**src/rtl/dcache_ctrl.sv**
```systemverilog
// Direct-mapped data-cache controller: hit service, dirty-victim writeback,
// 4-word line fill from banked memory, then replay of the missed access.
module dcache_ctrl #(
   parameter int unsigned MEM_LAT         = 2,
   parameter bit          ERR_ON_MISALIGN = 1'b1
) (
   input  logic        clk,
   input  logic        rst,
   input  logic        Rd,
   input  logic        Wr,
   input  logic [15:0] Addr,
   input  logic [15:0] DataIn,
   output logic [15:0] DataOut,
   output logic        Done,
   output logic        Stall,
   output logic        CacheHit,
   output logic        err,
   output logic        c_enable,
   output logic        c_comp,
   output logic        c_write,
   output logic        c_valid_in,
   output logic [7:0]  c_index,
   output logic [2:0]  c_offset,
   output logic [4:0]  c_tag_in,
   output logic [15:0] c_data_in,
   input  logic        c_hit,
   input  logic        c_dirty,
   input  logic        c_valid,
   input  logic [4:0]  c_tag_out,
   input  logic [15:0] c_data_out,
   output logic [15:0] m_addr,
   output logic [15:0] m_data_in,
   output logic        m_wr,
   output logic        m_rd,
   input  logic [15:0] m_data_out,
   input  logic        m_stall
);

   typedef enum logic [3:0] {
      IDLE, WB0, WB1, WB2, WB3, RD0, RD1, RD2, RD3, WT0, WT1, ACC
   } state_t;

   state_t state, next;

   logic [15:0]        addr_l;
   logic [15:0]        data_l;
   logic               wr_l;
   logic [MEM_LAT-1:0] rq;
   logic [1:0]         fill_cnt;
   logic               latch;
   logic               fill_wr;
   logic               illegal;
   logic [1:0]         k;
   logic [4:0]         tag_l;
   logic [7:0]         idx_l;

   assign tag_l   = addr_l[15:11];
   assign idx_l   = addr_l[10:3];
   assign illegal = (Rd & Wr) | (ERR_ON_MISALIGN & Addr[0]);
   // Fill word position follows returned data, not state, so stalls never skew it.
   assign fill_wr = rq[MEM_LAT-1];

   always_comb begin
      case (state)
         WB1, RD1: k = 2'd1;
         WB2, RD2: k = 2'd2;
         WB3, RD3: k = 2'd3;
         default:  k = 2'd0;
      endcase
   end

   always_comb begin
      next       = state;
      latch      = 1'b0;
      DataOut    = '0;
      Done       = 1'b0;
      Stall      = 1'b0;
      CacheHit   = 1'b0;
      err        = 1'b0;
      c_enable   = 1'b0;
      c_comp     = 1'b0;
      c_write    = 1'b0;
      c_valid_in = 1'b0;
      c_index    = '0;
      c_offset   = '0;
      c_tag_in   = '0;
      c_data_in  = '0;
      m_addr     = '0;
      m_data_in  = '0;
      m_wr       = 1'b0;
      m_rd       = 1'b0;
      if (rst) begin
         case (state)
            IDLE: begin
               if (Rd | Wr) begin
                  if (illegal) begin
                     err = 1'b1;
                  end else begin
                     c_enable  = 1'b1;
                     c_comp    = 1'b1;
                     c_write   = Wr;
                     c_index   = Addr[10:3];
                     c_offset  = Addr[2:0];
                     c_tag_in  = Addr[15:11];
                     c_data_in = DataIn;
                     if (c_hit & c_valid) begin
                        Done     = 1'b1;
                        CacheHit = 1'b1;
                        DataOut  = c_data_out;
                     end else begin
                        latch = 1'b1;
                        next  = (c_valid & c_dirty) ? WB0 : RD0;
                     end
                  end
               end
            end
            WB0, WB1, WB2, WB3: begin
               Stall     = 1'b1;
               c_enable  = 1'b1;
               c_index   = idx_l;
               c_offset  = {k, 1'b0};
               m_addr    = {c_tag_out, idx_l, k, 1'b0};
               m_data_in = c_data_out;
               if (!m_stall) begin
                  m_wr = 1'b1;
                  next = state_t'(state + 4'd1);
               end
            end
            RD0, RD1, RD2, RD3: begin
               Stall  = 1'b1;
               m_addr = {tag_l, idx_l, k, 1'b0};
               if (!m_stall) begin
                  m_rd = 1'b1;
                  next = state_t'(state + 4'd1);
               end
            end
            WT0: begin
               Stall = 1'b1;
               next  = WT1;
            end
            WT1: begin
               Stall = 1'b1;
               next  = ACC;
            end
            ACC: begin
               Stall     = 1'b1;
               c_enable  = 1'b1;
               c_comp    = 1'b1;
               c_write   = wr_l;
               c_index   = idx_l;
               c_offset  = addr_l[2:0];
               c_tag_in  = tag_l;
               c_data_in = data_l;
               Done      = 1'b1;
               DataOut   = c_data_out;
               next      = IDLE;
            end
            default: next = IDLE;
         endcase
         if (fill_wr) begin
            c_enable   = 1'b1;
            c_comp     = 1'b0;
            c_write    = 1'b1;
            c_valid_in = 1'b1;
            c_index    = idx_l;
            c_offset   = {fill_cnt, 1'b0};
            c_tag_in   = tag_l;
            c_data_in  = m_data_out;
         end
      end
   end

   always_ff @(posedge clk or negedge rst) begin
      if (!rst) begin
         state    <= IDLE;
         addr_l   <= '0;
         data_l   <= '0;
         wr_l     <= 1'b0;
         rq       <= '0;
         fill_cnt <= '0;
      end else begin
         state <= next;
         if (MEM_LAT > 1) rq <= {rq[MEM_LAT-2:0], m_rd};
         else             rq <= m_rd;
         if (latch) begin
            addr_l   <= Addr;
            data_l   <= DataIn;
            wr_l     <= Wr;
            fill_cnt <= '0;
         end else if (fill_wr) begin
            fill_cnt <= fill_cnt + 2'd1;
         end
      end
   end

endmodule

```
**config.mk**
```make
export PLATFORM = sky130hd
export DESIGN_NAME = dcache_ctrl
export DESIGN_NICKNAME = d
export VERILOG_FILES = /design/src/rtl/dcache_ctrl.sv
export SDC_FILE = /design/constraint.sdc
export NUM_CORES = 1
export LEC_CHECK = 0
export BUFFER_PORTS_ARGS = -buffer_cell sky130_fd_sc_hd__buf_2
export CORE_UTILIZATION = 30
export DETAILED_ROUTE_END_ITERATION = 10
export PLACE_DENSITY_LB_ADDON = 0.2
export SKIP_CTS_REPAIR_TIMING = 1
export SYNTH_ARGS = -nofsm -noshare
export SYNTH_HDL_FRONTEND = slang
export SYNTH_SLANG_ARGS = --single-unit
```
**constraint.sdc**
```tcl
create_clock -name clk -period 2.5 [get_ports clk]
set_input_delay 0.5 -clock clk [delete_from_list [all_inputs] [get_ports clk]]
set_output_delay 0.5 -clock clk [all_outputs]
set_load 0.02 [all_outputs]
```
==> impl_metrics.ini, run 1 <==
[logic_synthesis]
seq_area_frac_synth = 0.353
yosysMostFrequentCell = dfrtp_1
ys_seq_elements = 41
yosys_warnings = 0
synthFlopType = dfrtp_1
yosysUniqueCellTypes = 44
synth_common_cells = dfrtp_1 (41), mux2_2 (31), nand2_1 (30)
synth.top_cell.area_share = 0.353
syn-cell-area_um2 = 2910
synth_top_area_cell = dfrtp_1
netlist_top_cells_area = dfrtp_1 (35%), mux2_2 (12%), and3_1 (5.8%)
synth_fp_nets = 399
syn_avg_cell_area_um2 = 9.15
syn_inst = 318
synthArstFlopShare = 1.00
synth_enable_flop_cells = 0

[global_routing]
overflow = 0
grt_pass1_vias = 2721
grt_start_max_net_pins = 37
track_usage = 0.171
grt_pass1_wl_um = 13600
grt_antenna_before_repair = 0

[sta]
hold_violations = 0
slew_viol_final = 0
clock_skew_ps = 14.2
fin_crit_sh = 1.14
rsz0062_at_grt = true
finalSetupViolCount = 72
setup_ws_ps = -353
max_freq_ghz = 0.351
period_needed_ps = 2850

[detailed_routing]
avgRoutedWirePerCell_um = 15.6
drtIter0Drc = 105
dr.pass1.iters = 4
routed_via_density = 4.96
drc = 0
vias = 3189
wl_um = 10000
postRouteAntennaNets = 0

[run_status]
violations = setup timing
status = finished, violations left

[floorplanning]
rows = 35
fp.coreArea_um2 = 9330
die_x_um = 100
initial_core_util = 0.312
dieHeight_um = 100
dieArea_um2 = 10100
io_pins = 167

[layout]
drive_gt1_frac = 0.605
insertedDiodeCount = 0
layout.nets = 594
syn_to_final_growth_pct = 69.2
design_area_um2 = 4920

[place]
dpl_cell_area_um2 = 4010
dp_hpwl_um = 6870
gp_congestion = 0.881
io_buffers = 165

[worst_setup_path]
crit_fanout = 8
crit_arrival_ps = 2350
required_ps = 2000
cp-end-kind = primary output
start_kind = flop
crit_type = reg2out

[power]
p_sw_frac = 0.421
p_seq_frac = 0.234
power_switching_w = 0.00202
p_per_area_nw_per_um2 = 975
internal-power_w = 0.00278
comb_power_share = 0.649
p_leak_nw = 2.39
peakVddDrop_v = 0.000374
clkPwrFrac = 0.117
power_w = 0.00480

[clocking]
insertion_delay_ps = 290
cts_buffer_depth = 2
clk_pin_slew_worst_paths_ps = 90
numCtsBuffers = 5
htreeDepth = 2
cts_tree = built
cts_root_buffer = clkbuf_8
cts_sinks = 41

[flow_run]
cap_violations = 0

[worst_hold_path]
hold_class = in2async
power groups by stage:
stage	Clock (W)	Sequential, W	Combinational [W]
floorplan	0	0.00107	0.00153
global placement	0	0.00111	0.00226
detailed placement	0	0.00111	0.00228
CTS	0.000582	0.00110	0.00229
global route	0.000611	0.00116	0.00335
finish	0.000563	0.00112	0.00311
through the flow:
stage	setup TNS (ps)	instances	setup slack (ps)	util	hold WS, ps
after floorplan	-1210	318	-86.4	-	204
after global placement	0	614	9.95	0.430	338
after detailed placement	-1310	614	-68.2	0.430	337
after CTS	-24040	622	-399	0.443	180
after global routing	-22020	643	-466	0.528	181
final	-13790	643	-353	0.528	183
metal layers:
| layer | up-vias | track usage | share of wire |
|---|---|---|---|
| met1 | 1505 | 0.215 | 0.43 |
| met3 | 8 | 0.0333 | 0.056 |
| met5 | - | 0 | 0 |
| met2 | 138 | 0.301 | 0.50 |
| met4 | 0 | 0.0424 | 0.012 |
| li1 | 1538 | - | - |
critical path: stages (launching register included):
cell,delay (ps)
dfrtp_1,400
inv_2,90
ha_4,140
or3b_4,400
nor3_4,250
buf_4,150
buf_6,90
and2_4,140
buf_6,130
a22o_1,150
buf_6,120
placed cells by master (no fill, tap or decap), types with 4 or more instances in the layout:
| cell type | n |
|---|---|
| a211oi_1 | 5 |
| a21oi_1 | 7 |
| a22o_1 | 14 |
| a22oi_1 | 6 |
| a22oi_2 | 16 |
| and2_1 | 5 |
| and2_2 | 9 |
| and2_4 | 6 |
| and3_1 | 26 |
| buf_2 | 98 |
| buf_4 | 70 |
| buf_6 | 40 |
| clkbuf_8 | 6 |
| dfrtp_1 | 41 |
| ha_4 | 4 |
| mux2_2 | 31 |
| nand2_1 | 29 |
| nor2_1 | 6 |
| nor2b_1 | 9 |
| nor2b_4 | 5 |
| o21a_1 | 4 |
| o21ai_0 | 5 |
| o21ai_1 | 18 |
cells by family (layout without fill, tap and decap cells):
| logic type | Yosys count | in the layout | share of synthesized area |
|---|---|---|---|
| simple gates | 114 | 114 | 0.220 |
| compound gates | 90 | 90 | 0.215 |
| flops | 41 | 41 | 0.353 |
| mux | 31 | 31 | 0.120 |
| buf+inv | 31 | 227 | 0.0555 |
| fa+ha+maj | 5 | 5 | 0.0206 |
| xor+xnor | 5 | 5 | 0.0151 |
| other cells | 1 | 1 | 0.00129 |
flip-flops by register name (all words and copies together), names as in the netlist:
name and flops:
fill_cnt 2, wr_l 1, rq 2, state 4, data_l 16, addr_l 16
final cells by class:
| type | count | area [um^2] |
|---|---|---|
| inverter | 4 | 15.0 |
| multi-input combinational | 246 | 2000 |
| clock inverter | 1 | 30.0 |
| sequential | 41 | 1030 |
| tap | 129 | 161 |
| clock buffer | 7 | 86.3 |
| timing repair buffer | 215 | 1610 |
| fill | 865 | 4400 |
final timing paths:
path                       slack (ps)         end     start  cells after the start
max                              -350  c_index[0]  state[1]                     10
min                               180  addr_l[11]       rst                      2
max reg2reg                       260    state[3]  state[0]                      8
min reg2reg                       360       rq[1]     rq[0]                      0
max in group asynchronous        1680   addr_l[5]       rst                      3
min in group clk                  360       rq[1]     rq[0]                      0
Power figures use the tool's default switching activity.
==> inputs of run 2 (changes only) <==
--- a/config.mk
+++ b/config.mk
@@ -8,6 +8,7 @@
 export BUFFER_PORTS_ARGS = -buffer_cell sky130_fd_sc_hd__buf_2
 export CORE_UTILIZATION = 30
 export DETAILED_ROUTE_END_ITERATION = 10
+export MAX_ROUTING_LAYER = met4
 export PLACE_DENSITY_LB_ADDON = 0.2
 export SKIP_CTS_REPAIR_TIMING = 1
 export SYNTH_ARGS = -nofsm -noshare
==> run 2 against run 1 <==
- the flow still finishes with violations (setup timing)
- sequential cell count is the same
- worst hold slack worse by 9.8 ps
- clock skew decreased by 6.0 ps
- maximum frequency rose by 1.5%
- non-clock buffer count down 9
- highest routed layer unchanged
==> impl_metrics.ini, run 2 (synthesized netlist as in run 1, its figures left out) <==
[layout]
layout.cells.non_filler = 634
insertedDiodeCount = 0
drive_gt1_frac = 0.584
syn_to_final_growth_pct = 63.2
mostFrequentLayoutCells = buf_2 (109), buf_4 (51), buf_6 (42)
reg.largest.list = addr_l (16), data_l (16), state (4)
final_common_cell = buf_2
layout.nets = 585

[clocking]
numCtsBuffers = 5
cts_tree = built
cts_buffer_depth = 2
clk_pin_slew_worst_paths_ps = 90
cts_sinks = 41
htreeDepth = 2
insertion_delay_ps = 290
cts_root_buffer = clkbuf_8

[worst_setup_path]
crit_fanout = 8
crit_chain = inv_2, ha_4, or3b_4, nor3_4, buf_6, buf_6, and2_4, buf_6, a22o_1, buf_6
worstSetupStartpoint = state[1]
path_buf_inv = 5
required_ps = 2000
r2r_start = state[1]
cp_common_cell = buf_6
crit_arrival_ps = 2310
start_kind = flop
crit_type = reg2out
critical-path-max-stage-delay_ps = 410
cp-end-kind = primary output
crit_family = simple AND/OR/NAND/NOR gates
crit_slowest_cell = dfrtp_1

[floorplanning]
dieArea_um2 = 10100
initial_core_util = 0.312
io_pins = 167
die_x_um = 100
dieHeight_um = 100
rows = 35
fp.coreArea_um2 = 9330

[power]
p_leak_nw = 2.32
peakVddDrop_v = 0.000383
p_per_area_nw_per_um2 = 964

[detailed_routing]
routed_via_density = 5.03
dr.pass1.iters = 6
drtIter0Drc = 138
drt-met1-wl_um = 4070
postRouteAntennaNets = 0
avgRoutedWirePerCell_um = 15.4
drc = 0
dr.max_layer_used = met4
vias = 3189
wl_met3_um = 575
met2WireLength_um = 5010
wl_um = 9790

[sta]
fin_crit_sh = 1.12
slew_viol_final = 0
hold_violations = 0
period_needed_ps = 2810
finalSetupViolCount = 68
setup_ws_ps = -309
clock_skew_ps = 8.23
rsz0062_at_grt = true
max_freq_ghz = 0.356

[run_status]
status = finished, violations left
violations = setup timing

[worst_hold_path]
hold_class = in2async

[place]
dp_hpwl_um = 6930
dp.cells = 614
gp_congestion = 0.894
dp_slack_ps = -60.8
io_buffers = 165

[flow_run]
cap_violations = 0

[global_routing]
grt_start_max_net_pins = 37
overflow = 0
grt_pass1_vias = 2793
grt_pass1_wl_um = 13700
track_usage = 0.177
grt_antenna_before_repair = 0
[run 2: area by class of cell]
cell class	count	area (um^2)
Sequential cell	41	1030
Clock buffer	5	68.8
Clock inverter	3	43.8
Timing Repair Buffer	206	1480
Multi-Input combinational cell	246	1950
Tap cell	129	161
Fill cell	887	4580
Inverter	4	15.0
[run 2: routing by layer]
layer  global-route usage  up-vias
li1                     -     1523
met2                0.307      132
met1                0.212     1526
met5                    -        -
met4               0.0435        0
met3               0.0354        8
[run 2: stage by stage]
stage	cell area [um^2]	TNS (ps)	power (W)	hold slack (ps)	util
4_1_cts	4120	-22420	0.00395	176	0.442
6_report	4750	-13060	0.00458	173	0.509
5_1_grt	4750	-21260	0.00491	173	0.509
2_1_floorplan	2930	-1210	0.00260	204	-
3_3_place_gp	4010	0	0.00336	339	0.430
3_5_place_dp	4010	-415	0.00339	348	0.430
[run 2: power breakdown]
part	switching [W]	total, W	internal [W]
combinational	0.00153	0.00293	0.00139
clock	0.000245	0.000544	0.000299
sequential	0.000173	0.00111	0.000938
[run 2: final timing paths]
path / to / slack, ps / depth (start not counted)
min in group clk: rq[1] / 360 / 0
max in group asynchronous: data_l[11] / 1680 / 3
setup reg to reg: addr_l[5] / 160 / 9
hold / removal: addr_l[11] / 170 / 2
hold reg to reg: rq[1] / 360 / 0
setup / recovery: c_index[0] / -310 / 10
==> inputs of run 3 (changes only) <==
==> constraint.sdc (replaced) <==
create_clock -name clk -period 3.2 [get_ports clk]
set_input_delay 0.64 -clock clk [delete_from_list [all_inputs] [get_ports clk]]
set_output_delay 0.64 -clock clk [all_outputs]
set_load 0.02 [all_outputs]
==> run 3 against run 2 <==
- die area is the same
- count of clock-buffer cells in the layout rose by 1
- total power is 32% lower
- setup slack gained 360 ps
- design area is 12% lower
- sequential cell count did not move
- clock power decreased by 19%
- the run now ends clean
- routed wire length down 4.7%
- worst hold slack better by 43 ps
- via count is 3.9% lower
- non-clock buffer count down 17
==> impl_metrics.ini, run 3 (synthesized netlist as in run 1, its figures left out) <==
[run_status]
status = finished, final reports clean

[worst_hold_path]
hold_class = in2async

[power]
comb_power_share = 0.584
peakVddDrop_v = 0.000335
power_w = 0.00313
internal-power_w = 0.00175
p_seq_frac = 0.276
power_switching_w = 0.00138
clkPwrFrac = 0.140
p_sw_frac = 0.441
p_leak_nw = 2.19
p_per_area_nw_per_um2 = 749

[global_routing]
grt_start_max_net_pins = 26
grt_pass1_vias = 2739
grt_antenna_before_repair = 0
grt_pass1_wl_um = 13700
track_usage = 0.178
overflow = 0

[detailed_routing]
dr.pass1.iters = 4
vias = 3064
routed_via_density = 4.95
drtIter0Drc = 108
postRouteAntennaNets = 0
wl_um = 9330
avgRoutedWirePerCell_um = 15.1
drc = 0

[floorplanning]
fp.coreArea_um2 = 9330
die_x_um = 100
rows = 35
dieHeight_um = 100
dieArea_um2 = 10100
io_pins = 167
initial_core_util = 0.312

[sta]
fin_crit_sh = 0.985
rsz0062_at_grt = true
hold_violations = 0
relSlewSlack = 0.616
slew_viol_final = 0
max_freq_ghz = 0.317
period_needed_ps = 3150
clock_skew_ps = 5.30
fin_tns_setup_ps = 0
finalSetupViolCount = 0
setup_ws_ps = 47.8
worst_pin_slew_ps = 572

[worst_setup_path]
cp-end-kind = primary output
crit_arrival_ps = 2510
required_ps = 2560
crit_type = reg2out
r2r_end = state[3]
worstSetupStartpoint = state[0]
start_kind = flop
r2r_setup_slack_ps = 870
crit_fanout = 6
rr_worst_depth = 7
r2r_start = state[0]

[layout]
final_common_cell = buf_2
fin_util = 0.447
reg.largest.list = addr_l (16), data_l (16), state (4)
drive_gt1_frac = 0.502
mostFrequentLayoutCells = buf_2 (154), dfrtp_1 (40), buf_4 (32)
insertedDiodeCount = 0
layout.nets = 570
syn_to_final_growth_pct = 43.3

[place]
gp_congestion = 0.872
dp_hpwl_um = 6960
dp_slack_ps = 55.6
io_buffers = 165

[clocking]
cts_buffer_depth = 2
htreeDepth = 2
clk_pin_slew_worst_paths_ps = 80
numCtsBuffers = 5
insertion_delay_ps = 290
cts_sinks = 41
cts_root_buffer = clkbuf_8
cts_tree = built

[flow_run]
cap_violations = 0
==> run 3: changes by cell type in the layout (fill, tap and decap cells not counted), moves of 3 or more <==
cell and delta:
and3_4 -9, and2_2 -9, buf_2 +45, o21ai_0 +11, and2_1 +14, nor2b_1 +3
and3_1 +9, buf_6 -39, o21ai_1 -11, ha_4 -3, and2_4 -5, ha_1 +3
buf_4 -19
==> run 3: power by group through the flow <==
| stage | sequential (W) | combinational (W) | clock [W] |
|---|---|---|---|
| 2_1_floorplan | 0.000839 | 0.00119 | 0 |
| 3_3_place_gp | 0.000871 | 0.00171 | 0 |
| 6_report | 0.000863 | 0.00183 | 0.000438 |
| 4_1_cts | 0.000866 | 0.00173 | 0.000462 |
| 3_5_place_dp | 0.000875 | 0.00173 | 0 |
| 5_1_grt | 0.000894 | 0.00198 | 0.000477 |
==> run 3: layer usage <==
layer	routed length, um	vias to the layer above	GRT usage
met2	4570	129	0.308
met1	4170	1436	0.224
met3	512	7	0.0236
met5	0	-	-
met4	70	0	0.0334
li1	-	1492	-
==> run 3: layout make-up <==
cell class	instances	area (um^2)
multi-input combinational	248	1800
fill	951	5160
clock inverter	2	37.5
clock buffer	6	82.6
tap	129	161
inverter	4	15.0
timing repair buffer	189	1040
sequential	41	1030
==> run 3: worst max-delay path, stage by stage (launching register included) <==
cell	delay [ps]
dfrtp_2	430
inv_2	100
ha_4	130
or3b_4	410
nor3_4	360
a31oi_4	220
nor2b_4	250
and3_4	210
buf_6	110
==> run 3: worst max path at each step <==
stage	endpoint	slack (ps)	depth (start not counted)
final	DataOut[15]	50	8
after global placement	DataOut[15]	170	8
after CTS	DataOut[15]	-290	8
after detailed placement	DataOut[15]	60	8
after global routing	DataOut[15]	-30	8
after floorplan	c_data_in[10]	470	9
==> run 3: per-stage QoR <==
step	area, um^2	cells	hold WS [ps]
2_1_floorplan	2910	318	331
3_3_place_gp	3890	604	334
3_5_place_dp	3890	604	337
4_1_cts	4010	612	183
5_1_grt	4170	619	212
6_report	4170	619	216
